==> config.mk <==
export PLATFORM = sky130hd
export DESIGN_NAME = sprite_line_scheduler
export DESIGN_NICKNAME = d
export VERILOG_FILES = /design/src/rtl/sprite_line_scheduler_pkg.sv /design/src/rtl/sprite_line_scheduler_row_match.sv /design/src/rtl/sprite_line_scheduler.sv
export SDC_FILE = /design/constraint.sdc
export NUM_CORES = 1
export LEC_CHECK = 0
export CORE_MARGIN = 2
export CORE_UTILIZATION = 40
export CTS_BUF_LIST = sky130_fd_sc_hd__clkbuf_4 sky130_fd_sc_hd__clkbuf_8
export CTS_CLUSTER_SIZE = 8
export DETAILED_ROUTE_END_ITERATION = 8
export PLACE_DENSITY = 0.73
export SLEW_MARGIN = 20
export SYNTH_ARGS = -nofsm -noshare
export SYNTH_HDL_FRONTEND = slang
export SYNTH_SLANG_ARGS = --single-unit
==> constraint.sdc <==
create_clock -name i_clk -period 4.6 [get_ports i_clk]
set_input_delay 0.69 -clock i_clk [delete_from_list [all_inputs] [get_ports i_clk]]
set_output_delay 0.69 -clock i_clk [all_outputs]
set_load 0.01 [all_outputs]
==> src/rtl/sprite_line_scheduler_pkg.sv <==
// Shared types and defaults for the sprite line scheduler and the fluid sprite datapath.
// Scheduler FSM encoding, default geometry and a small saturating-increment helper.
package sprite_line_scheduler_pkg;

  localparam int unsigned DEF_SPR_H = 8;
  localparam int unsigned DEF_CW    = 10;

  typedef enum logic [1:0] {
    S_IDLE   = 2'd0,
    S_SCAN   = 2'd1,
    S_COMMIT = 2'd2
  } sched_state_e;

  function automatic logic [7:0] sat_inc8(input logic [7:0] v);
    return (v == 8'hFF) ? v : v + 8'd1;
  endfunction

endpackage

==> src/rtl/sprite_line_scheduler_row_match.sv <==
// Combinational line-coverage test for one sprite entry; shared with the pixel datapath.
// Distance is a modular CW-bit subtraction, so entries below the line wrap to a large d and miss.
module sprite_row_match
  import sprite_line_scheduler_pkg::*;
#(
  parameter int unsigned CW    = DEF_CW,
  parameter int unsigned SPR_H = DEF_SPR_H,
  localparam int unsigned RW   = $clog2(SPR_H)
) (
  input  logic [CW-1:0] i_next_y,
  input  logic [CW-1:0] i_attr_y,
  input  logic          i_attr_en,
  output logic          o_hit,
  output logic [RW-1:0] o_row
);

  logic [CW-1:0] w_d;

  assign w_d   = i_next_y - i_attr_y;
  assign o_hit = i_attr_en && (w_d < CW'(SPR_H));
  assign o_row = w_d[RW-1:0];

endmodule

==> src/rtl/sprite_line_scheduler.sv <==
// Per-scanline sprite scheduler: scans attribute entries in hblank and commits up to SLOTS hits.
// Optional overflow statistics are built when SPRITE_SCHED_STATS_EN is defined.
module sprite_line_scheduler
  import sprite_line_scheduler_pkg::*;
#(
  parameter int unsigned MAX_SPRITES = 8,
  parameter int unsigned SLOTS       = 4,
  parameter int unsigned SPR_H       = DEF_SPR_H,
  parameter int unsigned CW          = DEF_CW,
  localparam int unsigned IW         = $clog2(MAX_SPRITES),
  localparam int unsigned RW         = $clog2(SPR_H)
) (
  input  logic                i_clk,
  input  logic                i_rst,
  input  logic                i_frame_start,
  input  logic                i_line_start,
  input  logic [CW-1:0]       i_next_y,
  output logic                o_attr_req,
  output logic [IW-1:0]       o_attr_idx,
  input  logic                i_attr_ack,
  input  logic                i_attr_en,
  input  logic [CW-1:0]       i_attr_x,
  input  logic [CW-1:0]       i_attr_y,
  output logic [SLOTS-1:0]    o_slot_valid,
  output logic [SLOTS*CW-1:0] o_slot_x,
  output logic [SLOTS*RW-1:0] o_slot_row,
  output logic [SLOTS*IW-1:0] o_slot_id,
  output logic                o_busy,
  output logic                o_done,
  output logic                o_line_ovf,
  output logic                o_ovf_irq,
  input  logic                i_irq_clear,
  output logic [7:0]          o_ovf_count
);

  sched_state_e r_state;
  logic [IW-1:0] r_idx;
  logic [CW-1:0] r_y;
  logic          r_req;
  logic          r_busy;
  logic          r_done;
  logic          r_line_ovf;
  logic          r_irq;

  // Shadow bank is filled during the scan; committed bank is what the datapath reads.
  logic [SLOTS-1:0] r_sh_valid;
  logic [CW-1:0]    r_sh_x   [SLOTS];
  logic [RW-1:0]    r_sh_row [SLOTS];
  logic [IW-1:0]    r_sh_id  [SLOTS];
  logic             r_sh_ovf;

  logic [SLOTS-1:0] r_sl_valid;
  logic [CW-1:0]    r_sl_x   [SLOTS];
  logic [RW-1:0]    r_sl_row [SLOTS];
  logic [IW-1:0]    r_sl_id  [SLOTS];

  logic             w_hit;
  logic [RW-1:0]    w_row;
  logic             w_eval;
  logic             w_last;
  logic             w_commit;
  logic             w_commit_ovf;
  logic [SLOTS-1:0] w_pick;
  logic             w_any_free;

  logic [SLOTS-1:0] w_nx_valid;
  logic [CW-1:0]    w_nx_x   [SLOTS];
  logic [RW-1:0]    w_nx_row [SLOTS];
  logic [IW-1:0]    w_nx_id  [SLOTS];
  logic             w_nx_ovf;

  sprite_row_match #(
    .CW    (CW),
    .SPR_H (SPR_H)
  ) u_row_match (
    .i_next_y  (r_y),
    .i_attr_y  (i_attr_y),
    .i_attr_en (i_attr_en),
    .o_hit     (w_hit),
    .o_row     (w_row)
  );

  assign w_eval       = (r_state == S_SCAN) && i_attr_ack;
  assign w_last       = (r_idx == IW'(MAX_SPRITES - 1));
  // Aborts (frame or line start) pre-empt a commit landing on the same edge.
  assign w_commit     = w_eval && w_last && !i_frame_start && !i_line_start;
  assign w_commit_ovf = w_commit && w_nx_ovf;

  always_comb begin
    w_pick     = '0;
    w_any_free = 1'b0;
    for (int k = SLOTS - 1; k >= 0; k--) begin
      if (!r_sh_valid[k]) begin
        w_pick     = '0;
        w_pick[k]  = 1'b1;
        w_any_free = 1'b1;
      end
    end
  end

  // Shadow state including the entry being acked this cycle, so the last entry commits directly.
  always_comb begin
    w_nx_valid = r_sh_valid;
    w_nx_ovf   = r_sh_ovf;
    for (int k = 0; k < SLOTS; k++) begin
      w_nx_x[k]   = r_sh_x[k];
      w_nx_row[k] = r_sh_row[k];
      w_nx_id[k]  = r_sh_id[k];
    end
    if (w_eval && w_hit) begin
      if (w_any_free) begin
        for (int k = 0; k < SLOTS; k++) begin
          if (w_pick[k]) begin
            w_nx_valid[k] = 1'b1;
            w_nx_x[k]     = i_attr_x;
            w_nx_row[k]   = w_row;
            w_nx_id[k]    = r_idx;
          end
        end
      end else begin
        w_nx_ovf = 1'b1;
      end
    end
  end

  always_ff @(posedge i_clk or posedge i_rst) begin
    if (i_rst) begin
      r_state    <= S_IDLE;
      r_idx      <= '0;
      r_y        <= '0;
      r_req      <= 1'b0;
      r_busy     <= 1'b0;
      r_done     <= 1'b0;
      r_line_ovf <= 1'b0;
      r_sh_valid <= '0;
      r_sh_ovf   <= 1'b0;
      r_sl_valid <= '0;
      for (int k = 0; k < SLOTS; k++) begin
        r_sh_x[k]   <= '0;
        r_sh_row[k] <= '0;
        r_sh_id[k]  <= '0;
        r_sl_x[k]   <= '0;
        r_sl_row[k] <= '0;
        r_sl_id[k]  <= '0;
      end
    end else begin
      r_done <= 1'b0;
      if (i_frame_start) begin
        r_sl_valid <= '0;
        r_line_ovf <= 1'b0;
        r_state    <= S_IDLE;
        r_req      <= 1'b0;
        r_busy     <= 1'b0;
      end
      if (i_line_start) begin
        r_state    <= S_SCAN;
        r_idx      <= '0;
        r_y        <= i_next_y;
        r_req      <= 1'b1;
        r_busy     <= 1'b1;
        r_sh_valid <= '0;
        r_sh_ovf   <= 1'b0;
        for (int k = 0; k < SLOTS; k++) begin
          r_sh_x[k]   <= '0;
          r_sh_row[k] <= '0;
          r_sh_id[k]  <= '0;
        end
      end else if (!i_frame_start) begin
        unique case (r_state)
          S_SCAN: begin
            if (i_attr_ack) begin
              r_sh_valid <= w_nx_valid;
              r_sh_ovf   <= w_nx_ovf;
              for (int k = 0; k < SLOTS; k++) begin
                r_sh_x[k]   <= w_nx_x[k];
                r_sh_row[k] <= w_nx_row[k];
                r_sh_id[k]  <= w_nx_id[k];
              end
              if (w_last) begin
                r_state    <= S_COMMIT;
                r_req      <= 1'b0;
                r_busy     <= 1'b0;
                r_done     <= 1'b1;
                r_line_ovf <= w_nx_ovf;
                r_sl_valid <= w_nx_valid;
                for (int k = 0; k < SLOTS; k++) begin
                  r_sl_x[k]   <= w_nx_x[k];
                  r_sl_row[k] <= w_nx_row[k];
                  r_sl_id[k]  <= w_nx_id[k];
                end
              end else begin
                r_idx <= r_idx + IW'(1);
              end
            end
          end
          S_COMMIT: r_state <= S_IDLE;
          default:  r_state <= S_IDLE;
        endcase
      end
    end
  end

  // The commit edge loads ovf_irq together with done; a clear on that same edge loses.
  always_ff @(posedge i_clk or posedge i_rst) begin
    if (i_rst) begin
      r_irq <= 1'b0;
    end else if (w_commit_ovf) begin
      r_irq <= 1'b1;
    end else if (i_irq_clear) begin
      r_irq <= 1'b0;
    end
  end

`ifdef SPRITE_SCHED_STATS_EN
  logic [7:0] r_ovf_cnt;
  logic [7:0] r_ovf_count;

  always_ff @(posedge i_clk or posedge i_rst) begin
    if (i_rst) begin
      r_ovf_cnt   <= '0;
      r_ovf_count <= '0;
    end else if (i_frame_start) begin
      r_ovf_count <= r_ovf_cnt;
      r_ovf_cnt   <= '0;
    end else if (w_commit_ovf) begin
      r_ovf_cnt <= sat_inc8(r_ovf_cnt);
    end
  end

  assign o_ovf_count = r_ovf_count;
`else
  assign o_ovf_count = 8'd0;
`endif

  for (genvar k = 0; k < SLOTS; k++) begin : g_pack
    assign o_slot_x[k*CW +: CW]   = r_sl_x[k];
    assign o_slot_row[k*RW +: RW] = r_sl_row[k];
    assign o_slot_id[k*IW +: IW]  = r_sl_id[k];
  end

  assign o_attr_req   = r_req;
  assign o_attr_idx   = r_idx;
  assign o_slot_valid = r_sl_valid;
  assign o_busy       = r_busy;
  assign o_done       = r_done;
  assign o_line_ovf   = r_line_ovf;
  assign o_ovf_irq    = r_irq;

endmodule

==> impl_metrics.py, run 1 <==
metrics = {
    "critical_path": {
        "required_ns": 4.99,
        "start_kind": "primary input",
        "endpoint_kind": "flip-flop",
        "crit_type": "in -> reg",
        "arrival_ns": 4.00,
        "cp_max_fo": 44,
    },
    "timing": {
        "min_period_over_period_pct": 78.4,
        "relSlewSlack_pct": 37.5,
        "holdWs_ns": 0.487,
        "finalWorstSetupSlack_ns": 0.994,
        "rsz0062_at_grt": "false",
        "drv_slew": 0,
        "report.final.hold_viol_count": 0,
        "setup_viol_count_final": 0,
        "period_needed_ns": 3.61,
        "worst_pin_slew_ns": 0.938,
        "skew_ns": 0.0144,
        "max_freq_mhz": 277,
        "fin_setup_tns_ns": 0,
    },
    "placed_design": {
        "placed_cell_area_mm2": 0.00935,
        "dp_hpwl_um": 14800,
        "pre_cts_ws_ns": 0.507,
        "portBuffers": 112,
        "gp_congestion": 0.803,
    },
    "clocking": {
        "hold_buffers": 0,
        "clk_pin_slew_worst_paths_ns": 0.09,
        "cts_root_buffer": "clkbuf_8",
        "cts_buffers": 17,
        "clockBufferDepth": 2,
        "clkLatencyLatePin_ns": 0.47,
        "cts_setup_buffers": 0,
        "cts_max_level": 4,
        "cts_resized": 0,
        "cts_tree": "done",
        "cts.sinks": 157,
    },
    "grt": {
        "grt-ovfl-total": 0,
        "grt_pass1_vias": 6496,
        "grt_antenna_before_repair": 0,
        "track_usage_pct": 21.8,
        "grt_pass1_wl_um": 36600,
        "grt_max_degree": 104,
    },
    "final_layout": {
        "mostFrequentLayoutCell": "dfrtp_1",
        "insertedDiodeCount": 0,
        "final_layout_size_suffix_gt1_share_pct": 8.69,
        "fin_util_pct": 48.6,
        "final_cell_mix": "157 x dfrtp_1, 111 x clkdlybuf4s50_1, 78 x nor2_1",
        "fin_nets": 945,
        "stdcell_area_mm2": 0.00974,
        "area_growth_syn_to_layout_pct": 20.5,
        "fillCellCount": 1937,
    },
    "floorplan": {
        "die_y_um": 146,
        "rows": 52,
        "die-area_mm2": 0.0214,
        "io_pins": 121,
        "die_x_um": 146,
        "coreArea_mm2": 0.0200,
        "start_util_pct": 40.4,
    },
    "detailed_routing": {
        "ant_nets": 0,
        "wl_per_cell_um": 19.3,
        "viasPerCell": 5.68,
        "drc_errors": 0,
        "vias": 6698,
        "first_pass_iters": 4,
        "first_iter_violations": 516,
        "routed_wl_um": 22800,
    },
    "synthesis": {
        "postSynthCellCount": 820,
        "yosysSeqAreaShare_pct": 48.6,
        "ys_async_sr_fraction_pct": 100,
        "syn_avg_cell_area_um2": 9.86,
        "ys.flop_type": "dfrtp_1",
        "synth-edff-count": 0,
        "yosys_warnings": 0,
        "netlist_area_mm2": 0.00809,
        "ys_types": 60,
        "synth.ff_latch_count": 157,
    },
    "power": {
        "ir_worst_vdd_mv": 0.207,
        "power_leakage_nw": 4.10,
        "pwr_density_cell_mw_per_mm2": 282,
    },
    "run_status": {
        "run_status": "finished, final reports clean",
    },
    "hold_path": {
        "worstHoldPathType": "reg -> reg",
    },
    "job": {
        "maxCapViolCount": 0,
    },
}
## worst paths after layout
path / startpoint / endpoint / depth (start not counted) / slack (ns)
max: i_attr_y[0] / o_slot_x[32] / 12 / 0.99
max reg2reg: r_y[0] / o_slot_x[32] / 12 / 1.25
min reg2reg: o_attr_req / o_attr_req / 1 / 0.49
min: o_attr_req / o_attr_req / 1 / 0.49
min in group asynchronous: i_rst / o_slot_row[7] / 2 / 0.69
max in group asynchronous: i_rst / o_slot_id[2] / 3 / 2.92
## cell families after synthesis
kind of cell    Yosys count  synth area share (%)
simple gates            261                  19.2
compound gates          231                  17.0
flops                   157                  48.6
buf+inv                  99                  5.66
mux                      54                  6.82
fa+ha+maj                12                  1.95
xor+xnor                  5                 0.774
other cells               1                0.0464
## critical path: stages
cell and delay [ns]:
clkdlybuf4s50_1 0.46, ha_1 0.18, inv_1 0.06, fa_1 0.39
a211o_2 0.35, a21oi_2 0.16, a22oi_2 0.13, xnor2_4 0.24
and4_2 0.66, buf_12 0.29, nand4b_1 0.13, a31oi_1 0.20
## stage by stage
stage	total power, mW	instances
after floorplan	1.61	827
after global placement	1.70	1147
after detailed placement	1.71	1147
after CTS	2.77	1179
after global routing	2.85	1179
final	2.75	1179
## metal layers
metal  share of wire (%)  track usage (%)
met3                 6.6             3.94
met5                   0                0
met4                 1.9             7.14
met2                  47             34.3
met1                  44             30.7
## sequential cells by signal, indices dropped and copies added (netlist names), 2 cells and up
| register | count |
|---|---|
| o_attr_idx | 3 |
| o_slot_id | 12 |
| o_slot_row | 12 |
| o_slot_valid | 4 |
| o_slot_x | 40 |
| r_sh_id | 12 |
| r_sh_row | 12 |
| r_sh_valid | 4 |
| r_sh_x | 40 |
| r_state | 2 |
| r_y | 10 |
## Yosys cell counts (4+ instances only)
cell        n  area (um2)
dfrtp_1   157        3930
nor2_1     78         293
o21ai_0    72         360
nand2b_1   65         407
a31oi_1    63         394
clkbuf_1   48         180
mux2i_1    45         450
nand4b_1   42         368
a21oi_1    30         150
o21ai_1    29         145
inv_1      18        67.6
nor2b_1    18         113
nand2_1    16        60.1
buf_2      12        60.1
buf_4      11        82.6
ha_1       11         138
mux2_2      9         101
nand4_1     8        50.1
a211oi_1    7        52.6
buf_1       5        18.8
o31ai_1     5        37.5
or3_1       5        31.3
buf_6       4        45.0
nand3_1     4        20.0
## layout make-up
cell class	count	area (um2)	area share, %
clock buffers	20	256	2.63
clock inverters	12	140	1.44
inverters	19	75.1	0.771
multi-input cells	571	3730	38.3
flip-flops and latches	157	3930	40.3
well taps	270	338	3.47
repair buffers	130	1280	13.1
## where the power goes
part / leakage, nW / internal, mW / switching (mW)
Sequential: 2.16 / 1.39 / 0.00923
Clock: 0.199 / 0.506 / 0.561
Combinational: 1.73 / 0.109 / 0.170
Total: 4.10 / 2.01 / 0.741
(Power assumes the default switching activity.)
==> inputs of run 2 (changes only) <==
Clock period 4.6 ns to 2.9 ns, I/O delays scaled along.
==> run 2 against run 1 <==
  * The flow now finishes with violations (setup timing)
  * Highest routed layer unchanged
  * Total power grew 73%
  * Global-route usage grew 0.88 points
  * Critical path type is now reg -> reg
  * Hold slack lost 0.073 ns
  * Sequential share of layout area shrank 3.1 points
==> impl_metrics.py, run 2 (synthesized netlist as in run 1, its figures left out) <==
metrics = {
    "timing": {
        "finalWorstSetupSlack_ns": -0.0435,
        "holdWs_ns": 0.414,
        "min_period_over_period_pct": 102,
        "period_needed_ns": 2.94,
        "skew_ns": 0.0210,
        "drv_slew": 0,
        "worst_pin_slew_ns": 0.821,
        "report.final.hold_viol_count": 0,
        "setup_viol_count_final": 18,
        "max_freq_mhz": 340,
        "fin_setup_tns_ns": -0.261,
        "relSlewSlack_pct": 45.3,
        "rsz0062_at_grt": "true",
    },
    "critical_path": {
        "required_ns": 3.31,
        "crit_type": "reg -> reg",
        "endpoint_kind": "flip-flop",
        "arrival_ns": 3.36,
        "cp_max_fo": 2,
        "start_kind": "flip-flop",
    },
    "clocking": {
        "clk_pin_slew_worst_paths_ns": 0.10,
        "cts_buffers": 17,
        "cts_tree": "done",
        "clkLatencyLatePin_ns": 0.49,
        "cts_root_buffer": "clkbuf_8",
        "hold_buffers": 0,
        "cts.sinks": 157,
        "clockBufferDepth": 2,
        "cts_max_level": 4,
    },
    "hold_path": {
        "worstHoldPathType": "in -> async",
    },
    "floorplan": {
        "rows": 52,
        "coreArea_mm2": 0.0200,
        "start_util_pct": 40.4,
        "io_pins": 121,
        "die_x_um": 146,
        "die-area_mm2": 0.0214,
        "die_y_um": 146,
    },
    "detailed_routing": {
        "vias": 7068,
        "wl_per_cell_um": 19.8,
        "ant_nets": 0,
        "first_pass_iters": 6,
        "viasPerCell": 5.69,
        "routed_wl_um": 24500,
        "first_iter_violations": 687,
        "drc_errors": 0,
    },
    "run_status": {
        "run_status": "complete, but fails checks",
        "violations": "setup timing",
    },
    "final_layout": {
        "mostFrequentLayoutCell": "dfrtp_1",
        "fin_nets": 1008,
        "stdcell_area_mm2": 0.0106,
        "regArea_mm2": 0.00393,
        "final_cell_mix": "157 x dfrtp_1, 110 x clkdlybuf4s50_1, 78 x nor2_1",
        "insertedDiodeCount": 0,
        "fillCellCount": 1813,
        "multi_input_area_mm2": 0.00383,
        "final_layout_size_suffix_gt1_share_pct": 16.7,
        "area_growth_syn_to_layout_pct": 30.5,
    },
    "power": {
        "ir_worst_vdd_mv": 0.291,
        "power_leakage_nw": 4.51,
        "p_sw_mw": 1.30,
        "combPwrFrac_pct": 12.5,
        "p_sw_share_pct": 27.3,
        "p_int_mw": 3.45,
        "seq_power_share_pct": 46.7,
        "pwr-share-clk_pct": 40.8,
        "pwr_density_cell_mw_per_mm2": 450,
    },
    "grt": {
        "track_usage_pct": 22.7,
        "grt_max_degree": 76,
        "grt_pass1_vias": 6877,
        "grt-ovfl-total": 0,
        "grt_antenna_before_repair": 0,
        "grt_pass1_wl_um": 38000,
    },
    "placed_design": {
        "dp_hpwl_um": 15700,
        "placed_cell_area_mm2": 0.00971,
        "gp_congestion": 0.795,
        "portBuffers": 112,
    },
    "job": {
        "maxCapViolCount": 0,
    },
}
-- run 2: cell types whose count changed in the layout (fill, tap and decap cells not counted), moves of 4 or more --
cell     before  now
buf_4        16   66
o21ai_2       0    5
inv_8         1    5
buf_12        2   12
o21ai_0      72   65
-- run 2: stage by stage --
stage	power, mW	util [%]	instances	setup slack, ns
after floorplan	2.56	-	827	0.00905
after global placement	2.76	48.4	1182	-0.521
after detailed placement	2.77	48.4	1182	-0.544
after CTS	4.72	51.7	1235	0.00236
after global routing	4.90	52.7	1242	-0.124
final	4.74	52.7	1242	-0.0435
-- run 2: worst paths after layout --
check / to / from / slack, ns / cells after the start
setup / recovery: r_y[0] / r_y[0] / -0.04 / 21
hold / removal: r_sh_x[10] / i_rst / 0.41 / 2
setup reg to reg: r_y[0] / r_y[0] / -0.04 / 21
hold reg to reg: o_busy / o_busy / 0.50 / 1
max in group asynchronous: o_attr_idx[2] / i_rst / 1.76 / 3
min in group i_clk: r_y[0] / i_line_start / 0.45 / 3
-- run 2: critical path, stage by stage, from the launching register on --
cell     delay, ns
dfrtp_1       0.35
inv_2         0.06
buf_4         0.13
buf_4         0.12
buf_4         0.12
buf_4         0.12
buf_4         0.12
buf_4         0.12
buf_4         0.13
buf_4         0.12
buf_4         0.12
buf_4         0.12
buf_4         0.13
buf_4         0.12
buf_4         0.12
buf_4         0.12
buf_4         0.12
buf_4         0.12
buf_4         0.13
buf_4         0.13
buf_4         0.13
o21ai_2       0.12
-- run 2: power by group through the flow --
stage	Combinational [mW]	Clock (mW)	Sequential, mW
after floorplan	0.299	0	2.26
after global placement	0.504	0	2.26
after detailed placement	0.508	0	2.26
after CTS	0.555	1.95	2.22
after global routing	0.633	2.05	2.22
final	0.592	1.94	2.22
-- run 2: repair_timing --
| item | in CTS | in global routing |
|---|---|---|
| hold endpoints to repair | 0 | 0 |
| resized for setup | 15 | 24 |
| endpoints found under the setup margin | 111 | 134 |
| pin swaps | 2 | 5 |
| setup buffers | 21 | 5 |
| gates cloned | 0 | 2 |
-- run 2: layout make-up --
cell class	count	share of cell area, %
Sequential cell	157	37.2
Multi-Input combinational cell	571	36.3
Timing Repair Buffer	193	18.2
Tap cell	270	3.20
Clock buffer	17	2.22
Clock inverter	15	2.13
Inverter	19	0.711
-- run 2: routing by layer --
metal,global-route usage [%],share of wire (%),up-vias
li1,-,-,3204
met1,30.5,43,3435
met2,35.4,46,368
met3,5.25,8.0,61
met4,9.61,3.3,0
met5,0,0,-
==> inputs of run 3 (changes only) <==
Settings changed: ABC_AREA set to 1.
==> run 3 against run 2 <==
  * The run now ends clean
  * Design area down 3.4%
  * Clock power down 7%
  * Sequential cell count unchanged
  * Critical path depth down 4
  * Clock-buffer cell count up 3
==> impl_metrics.py, run 3 <==
metrics = {
    "timing": {
        "fin_setup_tns_ns": 0,
        "finalWorstSetupSlack_ns": 0.297,
        "relSlewSlack_pct": 52.4,
        "period_needed_ns": 2.60,
        "min_period_over_period_pct": 89.8,
        "worst_pin_slew_ns": 0.713,
        "skew_ns": 0.0164,
        "drv_slew": 0,
        "setup_viol_count_final": 0,
        "rsz0062_at_grt": "false",
        "max_freq_mhz": 384,
        "report.final.hold_viol_count": 0,
    },
    "detailed_routing": {
        "vias": 7469,
        "ant_nets": 0,
        "first_pass_iters": 7,
        "wl_per_cell_um": 14.6,
        "first_iter_violations": 555,
        "drc_errors": 0,
        "viasPerCell": 4.97,
        "routed_wl_um": 21900,
    },
    "floorplan": {
        "coreArea_mm2": 0.0200,
        "start_util_pct": 40.4,
        "die_y_um": 146,
        "die_x_um": 146,
        "die-area_mm2": 0.0214,
        "rows": 52,
        "io_pins": 121,
    },
    "grt": {
        "grt_max_degree": 65,
        "grt_antenna_before_repair": 0,
        "track_usage_pct": 21.1,
        "grt_pass1_vias": 7178,
        "grt-ovfl-total": 0,
        "grt_pass1_wl_um": 36500,
    },
    "synthesis": {
        "synth-edff-count": 0,
        "ys_types": 32,
        "netlist_area_mm2": 0.00811,
        "yosys_warnings": 0,
        "yosysSeqAreaShare_pct": 48.5,
        "synth.ff_latch_count": 157,
        "synthTopCellsByArea": "dfrtp_1 48%, nand2_1 20%, nand3_1 12%",
        "syn_avg_cell_area_um2": 7.38,
        "yosysTopAreaCell": "dfrtp_1",
        "postSynthCellCount": 1098,
        "yosys-top-cells-count": "442 x nand2_1, 195 x nand3_1, 157 x dfrtp_1",
        "synth_most_common_cell": "nand2_1",
        "ys_async_sr_fraction_pct": 100,
        "yosysTopAreaCellShare_pct": 48.5,
        "ys.flop_type": "dfrtp_1",
    },
    "placed_design": {
        "gp_congestion": 0.860,
        "placed_cell_area_mm2": 0.00976,
        "portBuffers": 112,
        "pre_cts_ws_ns": -0.157,
        "dp_hpwl_um": 14700,
        "dp_cells": 1470,
    },
    "critical_path": {
        "rr_worst_depth": 17,
        "crit_type": "reg -> reg",
        "reg2reg_to": "o_slot_row[7]",
        "reg2reg_slack_ns": 0.30,
        "endpoint_kind": "flip-flop",
        "cp_max_fo": 18,
        "required_ns": 3.32,
        "r2r_start": "r_y[0]",
        "startpoint": "r_y[0]",
        "start_kind": "flip-flop",
        "arrival_ns": 3.02,
        "endpoint": "o_slot_row[7]",
    },
    "clocking": {
        "hold_buffers": 0,
        "clkLatencyLatePin_ns": 0.48,
        "cts_buffers": 17,
        "cts_resized": 0,
        "cts_max_level": 4,
        "clockBufferDepth": 2,
        "cts.sinks": 157,
        "cts_tree": "done",
        "cts_setup_buffers": 0,
        "cts_root_buffer": "clkbuf_8",
        "clk_pin_slew_worst_paths_ns": 0.09,
    },
    "final_layout": {
        "mostFrequentLayoutCell": "nand2_1",
        "stdcell_area_mm2": 0.0102,
        "fin_nets": 1268,
        "final_layout_size_suffix_gt1_share_pct": 7.71,
        "final_cells": 1502,
        "fillCellCount": 1928,
        "multi_input_area_mm2": 0.00345,
        "area_growth_syn_to_layout_pct": 25.8,
        "regArea_mm2": 0.00393,
        "insertedDiodeCount": 0,
        "final_cell_mix": "442 x nand2_1, 195 x nand3_1, 157 x dfrtp_1",
    },
    "run_status": {
        "run_status": "finished, final reports clean",
    },
    "power": {
        "pwr_density_cell_mw_per_mm2": 444,
        "power_leakage_nw": 5.45,
        "ir_worst_vdd_mv": 0.273,
    },
    "hold_path": {
        "worstHoldPathType": "in -> async",
    },
    "job": {
        "maxCapViolCount": 0,
    },
}
## run 3: how the worst min path moves through the flow
stage	start	end	slack, ns
6_report	i_rst	o_slot_x[18]	0.41
5_1_grt	i_rst	o_slot_x[18]	0.45
2_1_floorplan	r_y[2]	r_y[2]	0.45
3_3_place_gp	r_sh_id[0]	r_sh_id[0]	0.46
4_1_cts	i_rst	o_slot_x[18]	0.42
3_5_place_dp	o_ovf_irq	o_ovf_irq	0.46
## run 3: final cells by class
| type | count | area share, % |
|---|---|---|
| flip-flops and latches | 157 | 38.5 |
| inverters | 130 | 4.82 |
| well taps | 270 | 3.31 |
| clock inverters | 12 | 1.60 |
| repair buffers | 151 | 15.2 |
| multi-input cells | 762 | 33.9 |
| clock buffers | 20 | 2.64 |
## run 3: metrics by stage
step / utilization [%] / hold slack (ns) / power, mW
5_1_grt: 50.9 / 0.446 / 4.69
3_5_place_dp: 48.7 / 0.464 / 2.76
2_1_floorplan: - / 0.446 / 2.56
4_1_cts: 50.8 / 0.415 / 4.55
6_report: 50.9 / 0.410 / 4.52
3_3_place_gp: 48.7 / 0.461 / 2.76
## run 3: routing by layer
layer	global-route usage, %	vias to the layer above	share of wire (%)
met1	28.6	3498	45
met3	5.03	28	6.2
li1	-	3693	-
met2	33.9	250	47
met5	0	-	0
met4	6.31	0	1.6
## run 3: cell families after synthesis
logic type,after synthesis,synth area share (%)
DFF,157,48.5
AOI/OAI and AO/OA,42,2.69
buffers and inverters,186,9.62
and+or+nand+nor,698,37.0
other,1,0.0463
xor gates and xnor gates,2,0.216
adders and majority gates,12,1.95
## run 3: critical path, cell delays in order (launching register included)
cell and delay [ns]:
dfrtp_1 0.37, inv_1 0.07, ha_1 0.13, inv_1 0.06
fa_1 0.38, nand3_1 0.11, nand3_1 0.11, nand2_1 0.12
nand3_1 0.07, nand2_1 0.10, nand3_1 0.14, buf_4 0.17
nor2_2 0.09, nand4_2 0.11, buf_12 0.19, nand2_1 0.08
nand3_1 0.14, nand2_1 0.10
## run 3: power breakdown
group / switching [mW] / internal (mW)
clock network: 0.883 / 0.915
logic: 0.322 / 0.182
registers: 0.0143 / 2.21
total: 1.22 / 3.30
